`src/rtl/skew_reorg_pkg.sv`:
```
// Shared types and helpers for the skew/deskew stream re-organiser.
// Latency: n/a (types and a pure function only).
// Backpressure: n/a.
package skew_reorg_pkg;

    typedef enum logic [1:0] {
        IDLE   = 2'd0,
        STREAM = 2'd1,
        DRAIN  = 2'd2
    } state_t;

    localparam logic MODE_SKEW   = 1'b0;
    localparam logic MODE_DESKEW = 1'b1;

    // Number of advances between a lane entering and appearing on dout.
    // SKEW staggers lane i by i; DESKEW undoes that stagger.
    function automatic int unsigned lane_delay(input int unsigned lane,
                                               input logic        mode,
                                               input int unsigned lanes);
        if (mode == MODE_DESKEW) begin
            return lanes - lane;
        end
        return lane + 1;
    endfunction

endpackage

```
`src/rtl/skew_lane_delay.sv`:
```
// Per-lane shift register with valid shadow and runtime tap select.
// Latency: sel+1 advances from in_* to out_*.
// Backpressure: shifts only when advance=1; otherwise every stage holds.
module skew_lane_delay #(
    parameter int DATA_WIDTH = 20,
    parameter int DEPTH      = 4,
    localparam int SEL_W     = (DEPTH > 1) ? $clog2(DEPTH) : 1
) (
    input  logic                  clk,
    input  logic                  rst,
    input  logic                  advance,
    input  logic                  in_vld,
    input  logic [DATA_WIDTH-1:0] in_dat,
    input  logic [SEL_W-1:0]      sel,
    output logic                  out_vld,
    output logic [DATA_WIDTH-1:0] out_dat
);

    logic [DEPTH-1:0]      vld_q;
    logic [DEPTH-1:0]      vld_d;
    logic [DATA_WIDTH-1:0] dat_q [DEPTH];
    logic [DATA_WIDTH-1:0] dat_d [DEPTH];

    // Shift one stage per advance; bubbles enter with zero data.
    always_comb begin
        vld_d = vld_q;
        for (int k = 0; k < DEPTH; k++) begin
            dat_d[k] = dat_q[k];
        end
        if (advance) begin
            vld_d    = {vld_q[DEPTH-2:0], in_vld};
            dat_d[0] = in_vld ? in_dat : '0;
            for (int k = 1; k < DEPTH; k++) begin
                dat_d[k] = dat_q[k-1];
            end
        end
    end

    // Stage registers; reset clears both data and valid shadows.
    always_ff @(posedge clk) begin
        if (rst) begin
            vld_q <= '0;
            for (int k = 0; k < DEPTH; k++) begin
                dat_q[k] <= '0;
            end
        end else begin
            vld_q <= vld_d;
            for (int k = 0; k < DEPTH; k++) begin
                dat_q[k] <= dat_d[k];
            end
        end
    end

    // Tap the selected stage; invalid slots always present zero.
    always_comb begin
        out_vld = vld_q[sel];
        out_dat = out_vld ? dat_q[sel] : '0;
    end

endmodule

```
`src/rtl/skew_reorg_stream.sv`:
```
// Skews or deskews a LANES-wide vector stream with an automatic end-of-stream drain.
// Latency: lane i appears after lane_delay(i) advances; drain adds LANES-1 bubbles.
// Backpressure: in_ready drops for the LANES-1 drain cycles; no advance = all outputs hold.
module skew_reorg_stream
    import skew_reorg_pkg::*;
#(
    parameter int DATA_WIDTH = 20,
    parameter int LANES      = 4
) (
    input  logic                        clk,
    input  logic                        rst,
    input  logic                        mode,
    input  logic                        in_valid,
    input  logic                        in_last,
    output logic                        in_ready,
    input  logic [DATA_WIDTH*LANES-1:0] din,
    output logic [DATA_WIDTH*LANES-1:0] dout,
    output logic [LANES-1:0]            out_valid,
    output logic                        out_last
);

    localparam int CNT_W = $clog2(LANES) + 1;
    localparam int SEL_W = $clog2(LANES);

    state_t           state_q, state_d;
    logic [CNT_W-1:0] cnt_q, cnt_d;
    logic             mode_q, mode_d;
    logic             out_last_q, out_last_d;
    logic             accept;
    logic             advance;

    // Handshake, FSM next state, drain countdown and end-of-stream flag.
    always_comb begin
        state_d    = state_q;
        cnt_d      = cnt_q;
        mode_d     = mode_q;
        out_last_d = 1'b0;
        in_ready   = (state_q != DRAIN);
        accept     = in_valid & in_ready;
        advance    = accept | (state_q == DRAIN);
        case (state_q)
            IDLE: begin
                if (accept) begin
                    mode_d = mode;
                    if (in_last) begin
                        state_d = DRAIN;
                        cnt_d   = CNT_W'(LANES - 1);
                    end else begin
                        state_d = STREAM;
                    end
                end
            end
            STREAM: begin
                if (accept && in_last) begin
                    state_d = DRAIN;
                    cnt_d   = CNT_W'(LANES - 1);
                end
            end
            DRAIN: begin
                // The bubble that empties the longest lane also flags the last element.
                cnt_d = cnt_q - CNT_W'(1);
                if (cnt_q == CNT_W'(1)) begin
                    state_d    = IDLE;
                    out_last_d = 1'b1;
                end
            end
            default: begin
                state_d = IDLE;
            end
        endcase
    end

    // Control registers.
    always_ff @(posedge clk) begin
        if (rst) begin
            state_q    <= IDLE;
            cnt_q      <= '0;
            mode_q     <= MODE_SKEW;
            out_last_q <= 1'b0;
        end else begin
            state_q    <= state_d;
            cnt_q      <= cnt_d;
            mode_q     <= mode_d;
            out_last_q <= out_last_d;
        end
    end

    assign out_last = out_last_q;

    for (genvar g = 0; g < LANES; g++) begin : g_lane
        logic [SEL_W-1:0]      lane_sel;
        logic                  lane_vld;
        logic [DATA_WIDTH-1:0] lane_dat;

        assign lane_sel = SEL_W'(lane_delay(g, mode_q, LANES) - 1);

        skew_lane_delay #(
            .DATA_WIDTH (DATA_WIDTH),
            .DEPTH      (LANES)
        ) u_lane (
            .clk     (clk),
            .rst     (rst),
            .advance (advance),
            .in_vld  (accept),
            .in_dat  (din[g*DATA_WIDTH +: DATA_WIDTH]),
            .sel     (lane_sel),
            .out_vld (lane_vld),
            .out_dat (lane_dat)
        );

        assign dout[g*DATA_WIDTH +: DATA_WIDTH] = lane_dat;
        assign out_valid[g]                     = lane_vld;
    end

endmodule

```
`config.mk`:
```
export PLATFORM = sky130hd
export DESIGN_NAME = skew_reorg_stream
export DESIGN_NICKNAME = d
export VERILOG_FILES = /design/src/rtl/skew_reorg_pkg.sv /design/src/rtl/skew_lane_delay.sv /design/src/rtl/skew_reorg_stream.sv
export SDC_FILE = /design/constraint.sdc
export NUM_CORES = 1
export LEC_CHECK = 0
export ABC_AREA = 1
export BUFFER_PORTS_ARGS = -buffer_cell sky130_fd_sc_hd__buf_2
export CORE_ASPECT_RATIO = 1.4
export CORE_UTILIZATION = 30
export DETAILED_ROUTE_END_ITERATION = 8
export PLACE_DENSITY_LB_ADDON = 0.2
export SLEW_MARGIN = 15
export SYNTH_ARGS = -nofsm -noshare
export SYNTH_HDL_FRONTEND = slang
export SYNTH_SLANG_ARGS = --single-unit
```
`constraint.sdc`:
```
create_clock -name clk -period 2 [get_ports clk]
set_input_delay 0.3 -clock clk [delete_from_list [all_inputs] [get_ports clk]]
set_output_delay 0.3 -clock clk [all_outputs]
set_load 0.01 [all_outputs]
```
==> Word-level counts from Yosys, hierarchy flattened <==
Memory sizes are Yosys's and may differ from the RTL's.
Index checks and enable logic that the tools add are counted.
{ "totals": {"reg_bits": 23, "ramBits": 320, "input_bits": 85, "output_inout_bits": 86, "wordCells": 114, "n_memories": 4} }
{ "op_classes": {"add_sub_neg": 5, "n_lt_le_gt_ge": 4, "eq_ne": 9, "muxes": 57, "n_bitwise": 19, "reduce_logical": 8} }
{ "mem_list": {"columns": ["name", "words", "word_bits", "rd", "rd_clocked_by_memory_dff", "wr", "line_no", "rtl"], "rows": [
  ["g_lane[0].u_lane.dat_q", 4, 20, 4, 0, 4, "skew_lane_delay.sv:21", "logic [DATA_WIDTH-1:0] dat_q [DEPTH];"],
  ["g_lane[1].u_lane.dat_q", 4, 20, 4, 0, 4, "skew_lane_delay.sv:21", null],
  ["g_lane[2].u_lane.dat_q", 4, 20, 4, 0, 4, "skew_lane_delay.sv:21", null],
  ["g_lane[3].u_lane.dat_q", 4, 20, 4, 0, 4, "skew_lane_delay.sv:21", null]
]} }
{ "ops": {"columns": ["op", "n"], "rows": [
  ["$mux 20", 24],
  ["$mux 80", 4],
  ["$mux 2", 10],
  ["$or 1x1->1", 17],
  ["$lt 2x3->1 const B", 4],
  ["$mux 1", 10],
  ["$mux 3", 3],
  ["$pmux 3 s3", 1],
  ["$bmux 1 s2", 4],
  ["$sub 2x1->2 const B", 4],
  ["$ne 2x2->1 const B", 3],
  ["$pmux 2 s3", 1],
  ["$ne 2x1->1 const B", 2],
  ["$reduce_and 2->1", 2],
  ["$reduce_and 4->1", 1],
  ["$eq 3x1->1 const B", 1],
  ["$reduce_and 3->1", 1],
  ["$reduce_bool 3->1", 1],
  ["$sub 3x1->3 const B", 1],
  ["$eq 2x1->1 const B", 1],
  ["$eq 2x2->1 const B", 1],
  ["$logic_not 2->1", 1],
  ["$reduce_or 2->1", 1],
  ["$and 1x1->1", 1],
  ["other kinds (3)", 3]
]} }

==> Logic depth before layout (Yosys ltp) <==
{ "logic_depth": {"depth_word": 6, "depth_mapped": 8} }

==> Hierarchy <==
Synthesis repeated with hierarchy kept, for this count alone.
{ "unflattened": {"hier_cells": 2053, "hier_area_um2": 16985.0} }
{ "by_module_without_submodules": {"columns": ["module", "n_inst", "cells_each", "area_each_um2", "seq_area_each_um2"], "rows": [
  ["skew_lane_delay", 4, 495, 4120.2, 1881.8],
  ["skew_reorg_stream", 1, 73, 504.2, 140.1]
]} }

==> Least setup slack after synthesis <==
No wires, ideal clock.
{ "synth_timing": {"path_type": "reg2reg", "start": "register state_q[1]", "end": "memory g_lane[0].u_lane.dat_q[3][0], enable pin", "setup_ps": 382, "t_arrival_ps": 1435, "required_ps": 1618, "path_slack_ps": 183, "path_stages_with_launch": 5, "n_path_buf": 2, "synth_period_minus_slack_ps": 1817, "cell_sequence": "dfxtp_1 > nand2_4 > nand3_4 > buf_2 > buf_2"} }
{ "synth_rtl": {"columns": ["item", "line_no", "rtl"], "rows": [
  ["start, declared", "skew_reorg_stream.sv:25", "state_t state_q, state_d;"],
  ["start signal, assigned", "skew_reorg_stream.sv:81", "state_q <= state_d;"],
  ["end, declared", "skew_lane_delay.sv:21", null]
]} }

==> Final worst setup path <==
{ "layout_timing": {"start": "register mode_q", "end": "output port dout[8]"} }
{ "layout_between": {"elab_chain_cells": 6, "elab_cells_between_ends": 7, "cone_classes": "1 x add/sub; 5 x mux; 1 x memory"} }
{ "layout_lines": {"columns": ["item", "line_no", "rtl"], "rows": [
  ["start, declared", "skew_reorg_stream.sv:27", "logic mode_q, mode_d;"],
  ["start signal, assigned", "skew_reorg_stream.sv:83", "mode_q <= mode_d;"],
  ["$mux 1 (*)", "skew_reorg_pkg.sv:20", "if (mode == MODE_DESKEW) begin"],
  ["$mux 2 (*)", "skew_reorg_pkg.sv:23", "return lane + 1;"],
  ["$sub 2x1->2 (*)", "skew_reorg_stream.sv:95", "assign lane_sel = SEL_W'(lane_delay(g, mode_q, LANES) - 1);"],
  ["$bmux 1 s2", "skew_lane_delay.sv:56", "out_vld = vld_q[sel];"],
  ["$mux 1 (not written as such)", "skew_lane_delay.sv:56", null],
  ["$mux 20 (*)", "skew_lane_delay.sv:57", "out_dat = out_vld ? dat_q[sel] : '0;"],
  ["end, declared", "skew_reorg_stream.sv:17", "output logic [DATA_WIDTH*LANES-1:0] dout,"]
]} }
Every way passes the cells marked *; elsewhere a longest branch is shown, timed or not. The select of a mux whose other input is x is not followed.

==> impl_metrics.json <==
{
  "required_ns": 1.70,
  "slew_headroom": 0.739,
  "ys_seq_area_frac": 0.544,
  "track_usage": 0.158,
  "hold_viol_final": 0,
  "htreeDepth": 1,
  "leakage_nw": 6.52,
  "grt_first_pass_wirelength_um": 49700,
  "timing.final.ws_setup_ns": -0.111,
  "syn_inst": 1477,
  "fillers": 3890,
  "synthTopCellsByArea": "dfxtp_1 (44%), edfxtp_1 (10%), nand2_1 (9.0%)",
  "wl_per_cell_um": 14.4,
  "cp-start-kind": "flop",
  "drv_cap": 0,
  "fin_nets": 1778,
  "gp_congestion": 0.714,
  "synth.most_common_cell": "nand2_1",
  "setup_violations": 80,
  "grt_pass1_vias": 9460,
  "fmax_ghz": 0.474,
  "powerDensity_nw_per_um2": 881,
  "top_usage_layer": "met2",
  "synth_flop_cell": "dfxtp_1",
  "vias": 9911,
  "max_stage_delay_ns": 0.39,
  "root_buffer": "clkbuf_16",
  "ys_warn_count": 0,
  "grtUsageMet3": 0.0215,
  "r2r_end": "g_lane[0].u_lane.dat_q[3][6]",
  "layout-drive-gt1-share": 0.192,
  "clk_path_buf_depth": 3,
  "synth-edff-count": 40,
  "crit_arrival_ns": 1.81,
  "antenna_found_initial": 1,
  "yosysUniqueCellTypes": 21,
  "drc_errors": 0,
  "violations": "setup timing",
  "clk_latency_ns": 0.56,
  "die_area_sq_um": 39000,
  "detail_route.iter0.violations": 467,
  "whs_path_depth": 3,
  "status": "finished with violations",
  "rows": 84,
  "cts_buffers": 30,
  "grt_start_max_net_pins": 77,
  "grt-ovfl-total": 0,
  "rsz0062_at_grt": "yes",
  "initial_utilization": 0.304,
  "ir_worst_vdd_v": 0.000537,
  "crit_type": "reg2out",
  "async_reset_ff_frac": 0,
  "ant_nets": 0,
  "regToRegSetupSlack_ns": 0.41,
  "crit_path_frequent_cell": "buf_12",
  "area_delta_synth_final_pct": 32.7,
  "r2r_cells": 6,
  "synth_area_sq_um": 11500,
  "ys_seq_elements": 291,
  "totalPowerFinal_mw": 13.4,
  "min_to": "g_lane[0].u_lane.dat_q[0][17]",
  "post-route-period-util": 1.06,
  "num_io_pins": 171,
  "hold_slack_ns": 0.0203,
  "fp.dieH_um": 233,
  "cts_tree": "done",
  "wirelength_um": 31600,
  "firstDrtPassIters": 4,
  "critPathSlowestCell": "dfxtp_4",
  "synth_common_cells": "nand2_1 (274), inv_1 (269), dfxtp_1 (251)",
  "place_ws_ns": 0.317,
  "period_needed_ns": 2.11,
  "finalSetupTns_ns": -3.87,
  "holdCritStartpoint": "din[17]",
  "core_area_sq_um": 37600,
  "finalMaxSlewViolations": 0,
  "fp.dieW_um": 167,
  "synth_top_cell_by_area": "dfxtp_1",
  "numClockSinks": 291,
  "grt_use_met1": 0.200,
  "clkTransAtPathRegs_ns": 0.06,
  "yosysTopAreaCellShare": 0.439,
  "crit_chain": "buf_12, o21ai_4, buf_12, clkbuf_16, nand2_2, inv_1, buf_2",
  "portBuffers": 170,
  "synth_fp_nets": 1564,
  "r2r-start": "state_q[0]",
  "worstMarginPinSlew_ns": 0.387,
  "worstPathMaxFanout": 7,
  "hp-class": "in2reg",
  "syn-mean-instance-area_sq_um": 7.75,
  "dp_hpwl_um": 18000,
  "ff_latch_area_sq_um": 6230,
  "finClkSkew_ns": 0.0103,
  "viasPerCell": 4.53,
  "multiInputGateArea_sq_um": 3920,
  "use_met2": 0.283,
  "cp-end-kind": "output port"
}
-- how the worst max path moves through the flow --
stage,from,end,slack (ns),cells after the start
2_1_floorplan,state_q[1],g_lane[0].u_lane.dat_q[3][0],0.18,4
3_3_place_gp,mode_q,dout[41],0.33,5
3_5_place_dp,mode_q,dout[33],0.32,6
4_1_cts,mode_q,dout[15],-0.13,8
5_1_grt,mode_q,dout[8],-0.21,8
6_report,mode_q,dout[8],-0.11,7
-- cell type report --
cell class | count | area share
clock buffer | 49 | 0.0582
clock inverter | 7 | 0.00724
antenna | 1 | 0.000165
multi-input combinational | 809 | 0.258
inverter | 273 | 0.0680
sequential | 291 | 0.410
timing repair buffer | 286 | 0.160
tap | 473 | 0.0389
-- placed cells by master, fill, tap and decap left out, drive strengths merged --
cell type | netlist | routed
nand3 | 146 | 146
dlygate4sd3 | 0 | 72
edfxtp | 40 | 40
nand4 | 4 | 4
a211oi | 1 | 1
bufinv | 0 | 3
inv | 273 | 272
o21ai | 327 | 327
nor2 | 46 | 46
buf | 79 | 210
ha | 2 | 2
nor3 | 1 | 1
dfxtp | 251 | 251
clkinv | 0 | 5
clkbuf | 25 | 53
nand2 | 276 | 276
a21oi | 6 | 6
diode | 0 | 1
-- critical path, delay by kind of cell, from the launching register on --
kind                   cells  cell delay [ns]
AOI/OAI and AO/OA          1             0.16
buffers and inverters      5             0.66
DFF                        1             0.39
and+or+nand+nor            1             0.05
-- report_power, final --
group          internal [mW]  total (mW)  switching, mW
clock                   3.39        5.70           2.31
combinational          0.552        1.41          0.859
sequential              6.18        6.28          0.102
-- sequential cells by signal, indices dropped and copies added (netlist names) --
name	cells
out_last	1
state_q	2
g_lane.u_lane.dat_q	280
cnt_q	3
mode_q	1
g_lane.u_lane.vld_q	4
-- layer usage --
metal	routed length, um	share of wire	vias to the layer above
li1	-	-	5076
met1	14100	0.45	4611
met2	15900	0.50	187
met3	1090	0.035	37
met4	433	0.014	0
met5	0	0	-
-- stage by stage --
| step | area [sq um] | util | std cells |
|---|---|---|---|
| after global routing | 15200 | 0.404 | 2189 |
| final | 15200 | 0.404 | 2189 |
| after floorplan | 11500 | - | 1477 |
| after detailed placement | 12800 | 0.341 | 2046 |
| after CTS | 14800 | 0.394 | 2184 |
| after global placement | 12800 | 0.341 | 2046 |
-- repair_timing --
action                                  in CTS  in global routing
pin swaps                                    1                  1
buffers inserted                             8                  2
cloned                                       2                  4
hold buffers                                72                  0
gates resized for setup                     57                 94
hold endpoints to repair                    72                  0
endpoints found under the setup margin      84                 84
-- kinds of logic (layout without fill, tap and decap cells) --
kind of cell / count (synthesis) / after routing / synth area share
adder cells (fa/ha/maj): 2 / 2 / 0.00218
other: 0 / 1 / 0
flip-flops: 291 / 291 / 0.544
buffers and inverters: 377 / 615 / 0.133
AO/OA/AOI/OAI: 334 / 334 / 0.146
AND/OR/NAND/NOR: 473 / 473 / 0.175
Power figures use the tool's default switching activity.
